## src/rtl/wb_bus_arbiter.sv

```systemverilog
// wb_bus_arbiter
//   Two-master to one-slave Wishbone classic arbiter. m0 is the instruction
//   fetch port, m1 the data port of the memory stage. A registered grant FSM
//   (IDLE, GNT0, GNT1, ERR) picks a master with either fixed priority (m1 wins)
//   or round-robin priority. The grant is held for as long as the granted
//   master keeps cyc asserted. A watchdog terminates accesses that stall too
//   long with a one-cycle err.
//
// Parameters
//   FIXED_PRIO : 1 = m1 wins simultaneous requests, 0 = round-robin
//   TIMEOUT    : stalled-strobe cycles before a forced err, 0 disables
//
// Ports
//   clk_i, rst_i                  clock, synchronous active-high reset
//   m{0,1}_cyc_i/stb_i/we_i       master controls
//   m{0,1}_sel_i/addr_i/dat_i     master byte selects, address, write data
//   m{0,1}_dat_o                  read data (s_dat_i, unqualified)
//   m{0,1}_ack_o/err_o            terminations, granted master only
//   s_cyc_o/stb_o/we_o/sel_o      slave-side controls
//   s_addr_o/dat_o                slave address / write data
//   s_dat_i, s_ack_i, s_err_i     slave read data and terminations
//   grant_o                       one-hot grant {m1,m0}, 00 when idle or in err

module wb_bus_arbiter #(
  parameter int FIXED_PRIO = 1,
  parameter int TIMEOUT    = 255
) (
  input  logic        clk_i,
  input  logic        rst_i,
  input  logic        m0_cyc_i,
  input  logic        m0_stb_i,
  input  logic        m0_we_i,
  input  logic [3:0]  m0_sel_i,
  input  logic [31:0] m0_addr_i,
  input  logic [31:0] m0_dat_i,
  output logic [31:0] m0_dat_o,
  output logic        m0_ack_o,
  output logic        m0_err_o,
  input  logic        m1_cyc_i,
  input  logic        m1_stb_i,
  input  logic        m1_we_i,
  input  logic [3:0]  m1_sel_i,
  input  logic [31:0] m1_addr_i,
  input  logic [31:0] m1_dat_i,
  output logic [31:0] m1_dat_o,
  output logic        m1_ack_o,
  output logic        m1_err_o,
  output logic        s_cyc_o,
  output logic        s_stb_o,
  output logic        s_we_o,
  output logic [3:0]  s_sel_o,
  output logic [31:0] s_addr_o,
  output logic [31:0] s_dat_o,
  input  logic [31:0] s_dat_i,
  input  logic        s_ack_i,
  input  logic        s_err_i,
  output logic [1:0]  grant_o
);

  // Counter width; kept at one bit when the watchdog is disabled.
  localparam int WDW = (TIMEOUT > 0) ? $clog2(TIMEOUT + 1) : 1;
  // Count value at which one more stalled cycle means TIMEOUT stalled cycles.
  localparam logic [WDW-1:0] WD_LAST = (TIMEOUT > 0) ? WDW'(TIMEOUT - 1) : {WDW{1'b0}};

  typedef enum logic [1:0] {
    IDLE = 2'd0,
    GNT0 = 2'd1,
    GNT1 = 2'd2,
    ERR  = 2'd3
  } state_t;

  state_t         state;
  logic           last;     // master granted most recently, 1 = m1
  logic [WDW-1:0] wdog;     // consecutive stalled cycles of the current access
  logic           own;      // index of the master owning the bus in GNTx
  logic           own_cyc;
  logic           stalled;
  logic           wd_hit;

  assign own      = (state == GNT1);
  assign own_cyc  = own ? m1_cyc_i : m0_cyc_i;
  assign stalled  = s_stb_o & ~s_ack_i & ~s_err_i;
  assign wd_hit   = (TIMEOUT > 0) && stalled && (wdog == WD_LAST);

  // Read data is broadcast; masters qualify it with their own ack.
  assign m0_dat_o = s_dat_i;
  assign m1_dat_o = s_dat_i;

  // Route the granted master to the slave and the terminations back to it.
  always_comb begin
    s_cyc_o  = 1'b0;
    s_stb_o  = 1'b0;
    s_we_o   = 1'b0;
    s_sel_o  = 4'h0;
    s_addr_o = 32'h0;
    s_dat_o  = 32'h0;
    m0_ack_o = 1'b0;
    m0_err_o = 1'b0;
    m1_ack_o = 1'b0;
    m1_err_o = 1'b0;
    grant_o  = 2'b00;
    case (state)
      GNT0: begin
        s_cyc_o  = m0_cyc_i;
        s_stb_o  = m0_stb_i;
        s_we_o   = m0_we_i;
        s_sel_o  = m0_sel_i;
        s_addr_o = m0_addr_i;
        s_dat_o  = m0_dat_i;
        m0_ack_o = s_ack_i;
        m0_err_o = s_err_i;
        grant_o  = 2'b01;
      end
      GNT1: begin
        s_cyc_o  = m1_cyc_i;
        s_stb_o  = m1_stb_i;
        s_we_o   = m1_we_i;
        s_sel_o  = m1_sel_i;
        s_addr_o = m1_addr_i;
        s_dat_o  = m1_dat_i;
        m1_ack_o = s_ack_i;
        m1_err_o = s_err_i;
        grant_o  = 2'b10;
      end
      ERR: begin
        // 'last' was loaded with the timed-out master on entry to ERR.
        m0_err_o = ~last;
        m1_err_o = last;
      end
      default: begin
      end
    endcase
  end

  // Grant FSM, last-granted tracking and the stall watchdog.
  always_ff @(posedge clk_i) begin
    if (rst_i) begin
      state <= IDLE;
      last  <= 1'b0;
      wdog  <= {WDW{1'b0}};
    end else begin
      case (state)
        IDLE: begin
          wdog <= {WDW{1'b0}};
          if (m0_cyc_i && m1_cyc_i) begin
            // Round-robin hands the bus to whichever master did not have it last.
            state <= ((FIXED_PRIO != 0) || !last) ? GNT1 : GNT0;
          end else if (m1_cyc_i) begin
            state <= GNT1;
          end else if (m0_cyc_i) begin
            state <= GNT0;
          end else begin
            state <= IDLE;
          end
        end
        GNT0, GNT1: begin
          // A cyc release takes precedence over a watchdog expiry.
          if (!own_cyc) begin
            state <= IDLE;
            last  <= own;
            wdog  <= {WDW{1'b0}};
          end else if (wd_hit) begin
            state <= ERR;
            last  <= own;
            wdog  <= {WDW{1'b0}};
          end else if (stalled && (TIMEOUT > 0)) begin
            wdog  <= wdog + WDW'(1);
          end else begin
            wdog  <= {WDW{1'b0}};
          end
        end
        ERR: begin
          state <= IDLE;
          wdog  <= {WDW{1'b0}};
        end
        default: begin
          state <= IDLE;
          wdog  <= {WDW{1'b0}};
        end
      endcase
    end
  end

endmodule

```

## config.mk

```make
export PLATFORM = sky130hd
export DESIGN_NAME = wb_bus_arbiter
export DESIGN_NICKNAME = d
export VERILOG_FILES = /design/src/rtl/wb_bus_arbiter.sv
export SDC_FILE = /design/constraint.sdc
export NUM_CORES = 1
export LEC_CHECK = 0
export ABC_AREA = 1
export CELL_PAD_IN_SITES_DETAIL_PLACEMENT = 0
export CELL_PAD_IN_SITES_GLOBAL_PLACEMENT = 1
export CORE_MARGIN = 4
export CORE_UTILIZATION = 14
export CTS_BUF_LIST = sky130_fd_sc_hd__clkbuf_8
export DETAILED_ROUTE_END_ITERATION = 8
export PLACE_DENSITY = 0.89
export SETUP_SLACK_MARGIN = 0.1
export SYNTH_ARGS = -nofsm -noshare
export SYNTH_HDL_FRONTEND = slang
export SYNTH_SLANG_ARGS = --single-unit
```

## constraint.sdc

```tcl
create_clock -name clk_i -period 2.6 [get_ports clk_i]
set_input_delay 0.52 -clock clk_i [delete_from_list [all_inputs] [get_ports clk_i]]
set_output_delay 0.52 -clock clk_i [all_outputs]
set_load 0.01 [all_outputs]
```

==> metrics.yaml <==
avgSynthCellArea_um2: 5.551
dr.first_iter.drc_count: 78
hold_path_class: "reg -> reg"
crit_chain: "inv_1 > ha_4 > inv_4 > buf_12 > a21oi_1 > clkdlybuf4s50_1"
port_buffers: 222
hold_slack_ns: 0.4862
wl_per_cell_um: 15.10
rsz0062_at_grt: "true"
irDropWorstVdd_v: 0.0002166
synth_top_area_cell: "nand2_1"
power_switching_w: 0.0007004
die_w_um: 132.7
synth.most_common_cell: "nand2_1"
worst_pin_slew_ns: 0.3620
p_seq_share_pct: 11.3
finClkSkew_ns: 0.001536
final_hold_viol_count: 0
drv_cap: 0
slew_headroom_pct: 75.77
ys.flop_type: "dfxtp_1"
cts_tree: "built"
dp_slack_ns: 0.1545
synthArstFlopShare_pct: 0
die_area_um2: 17600
synth.top_cell.area_share_pct: 27.43
cts-buffers-inserted: 3
fin_crit_sh_pct: 95.60
rows: 45
dp_hpwl_um: 7931
power_frac_clock_pct: 10.1
design_area_um2: 4516
grt_pass1_vias: 2858
status: "finished clean"
p_int_w: 0.0009253
finalSetupViolCount: 0
wl_um: 11160
regArea_um2: 220.2
clkSlewWorstSetupHoldPaths_ns: 0.05
fin_util_pct: 29.70
synth_commonest_cells: "159 x nand2_1, 72 x a21oi_1, 64 x buf_4, 21 x clkbuf_1, 11 x dfxtp_1"
fmax_mhz: 402.3
finalCriticalPeriod_ns: 2.486
grtUsageTotal_pct: 10.31
htree_num_levels: 1
synthCells: 392
cts.sinks: 11
ant_nets: 0
slowest_stage: "clkdlybuf4s50_1"
path_class: "reg -> out"
initial_utilization_pct: 14.31
nets: 738
ys_ff_latch: 11
syn_area_um2: 2176
grt_pass1_wl_um: 15090
ys_seq_area_share_pct: 10.12
core_um2: 15200
overflow: 0
ys_top_cells_by_area: "nand2_1 27%, buf_4 22%, a21oi_1 17%, dfxtp_1 10%, ha_1 4.6%"
max_stage_delay_ns: 0.55
pwr_density_cell_nw_per_um2: 360.0
synth_edf_count: 0
clockBufferDepth: 2
slew_viol_final: 0
antenna_found_initial: 0
yosysWarningCount: 0
cts_hold_buf: 0
remaining_drc_errors: 0
worst_setup_path_end_kind: "output pin"
path_buf_inv: 4
crit_fanout: 21
grt_max_degree: 44
firstDrtPassIters: 4
synthesis.nets: 578
cts_root_buffer: "clkbuf_8"
nFillCells: 1674
yosysUniqueCellTypes: 23
p_leak_nw: 2.283
num_io_pins: 319
fin_ws_ns: 0.1144
comb_power_share_pct: 78.6
cp_top_family: "buffers and inverters"
diodes: 0
setup_tns_ns: 0
multiInputGateArea_um2: 1369
layout-drive-gt1-share_pct: 8.893
start_kind: "flip-flop"
vias_per_cell: 4.003
areaGrowthSynthToFinish_pct: 107.5
die_y_um: 132.7
clock_latency_ns: 0.23
dpl_cell_area_um2: 4212
switching_share_pct: 43.08
routabilityCongestion: 0.7430
arrival_ns: 1.97
required_ns: 2.08
vias: 2958
-- metal layers --
layer | share of wire [%] | routed length, um | global-route usage, % | vias up
met1 | 41 | 4574 | 12.39 | 1280
met5 | 0 | 0 | 0 | -
met2 | 47 | 5203 | 17.07 | 150
li1 | - | - | - | 1484
met3 | 9.2 | 1027 | 3.156 | 44
met4 | 3.2 | 354 | 4.273 | 0
-- stage by stage --
stage | std cells | power [W]
after floorplan | 392 | 0.0007772
after global placement | 727 | 0.001344
after detailed placement | 727 | 0.001345
after CTS | 731 | 0.001500
after global routing | 739 | 0.001748
final | 739 | 0.001626
-- area by class of cell --
class / instances / area share [%]
clock buffers: 3 / 0.9144
well taps: 188 / 5.209
flip-flops and latches: 11 / 4.877
inverters: 13 / 1.136
clock inverters: 1 / 0.08313
repair buffers: 243 / 57.47
multi-input cells: 280 / 30.31
-- logic make-up (layout without fill, tap and decap cells) --
group | after synthesis | in the layout | share of synthesized area [%]
AO/OA/AOI/OAI | 77 | 77 | 17.83
buffers and inverters | 101 | 260 | 29.21
XOR/XNOR | 6 | 6 | 2.415
flip-flops | 11 | 11 | 10.12
AND/OR/NAND/NOR | 189 | 189 | 35.83
adder cells (fa/ha/maj) | 8 | 8 | 4.601
-- what timing repair did --
action                     4_1_cts  5_1_grt
setup endpoints to repair       66       44
cloned                           0        5
buffers inserted                 0        3
resized for setup               28       42
-- power groups by stage --
stage | clock, W | sequential [W] | combinational (W)
floorplan | 0 | 0.000189 | 0.000588
global placement | 0 | 0.000187 | 0.00116
detailed placement | 0 | 0.000187 | 0.00116
CTS | 0.000165 | 0.000184 | 0.00115
global route | 0.000179 | 0.000185 | 0.00138
finish | 0.000163 | 0.000184 | 0.00128
-- placed cells by master, fill, tap and decap left out, types with 2 or more instances in the layout --
cell type        netlist  layout
nor2_2                 9       9
nand2_1              159     159
dfxtp_1               11      11
clkbuf_16              0       5
dlygate4sd2_1          0      24
o21ai_0                2       2
a21oi_1               72      69
dlymetal6s2s_1         0      38
o21ai_1                2       2
nand3_1                6       6
clkbuf_8               0       3
buf_12                 0       5
nand2_2                5       5
ha_4                   0       3
inv_1                 10      10
ha_1                   8       5
inv_2                  2       2
nor2_1                 7       7
buf_4                 64      11
a21oi_2                0       3
xor2_1                 5       5
clkdlybuf4s50_1        0     160
-- state kept, by name, summed over array words and instances, names as in the netlist --
signal,cells
last,1
wdog,8
state,2
-- worst paths after layout --
kind	from	to	slack (ns)	cells past startpoint
worst max register to register	state[1]	wdog[6]	0.78	11
worst min-delay path	wdog[0]	wdog[0]	0.49	1
worst max-delay path	state[1]	s_addr_o[27]	0.11	6
worst min register to register	wdog[0]	wdog[0]	0.49	1
Power figures use the tool's default switching activity.
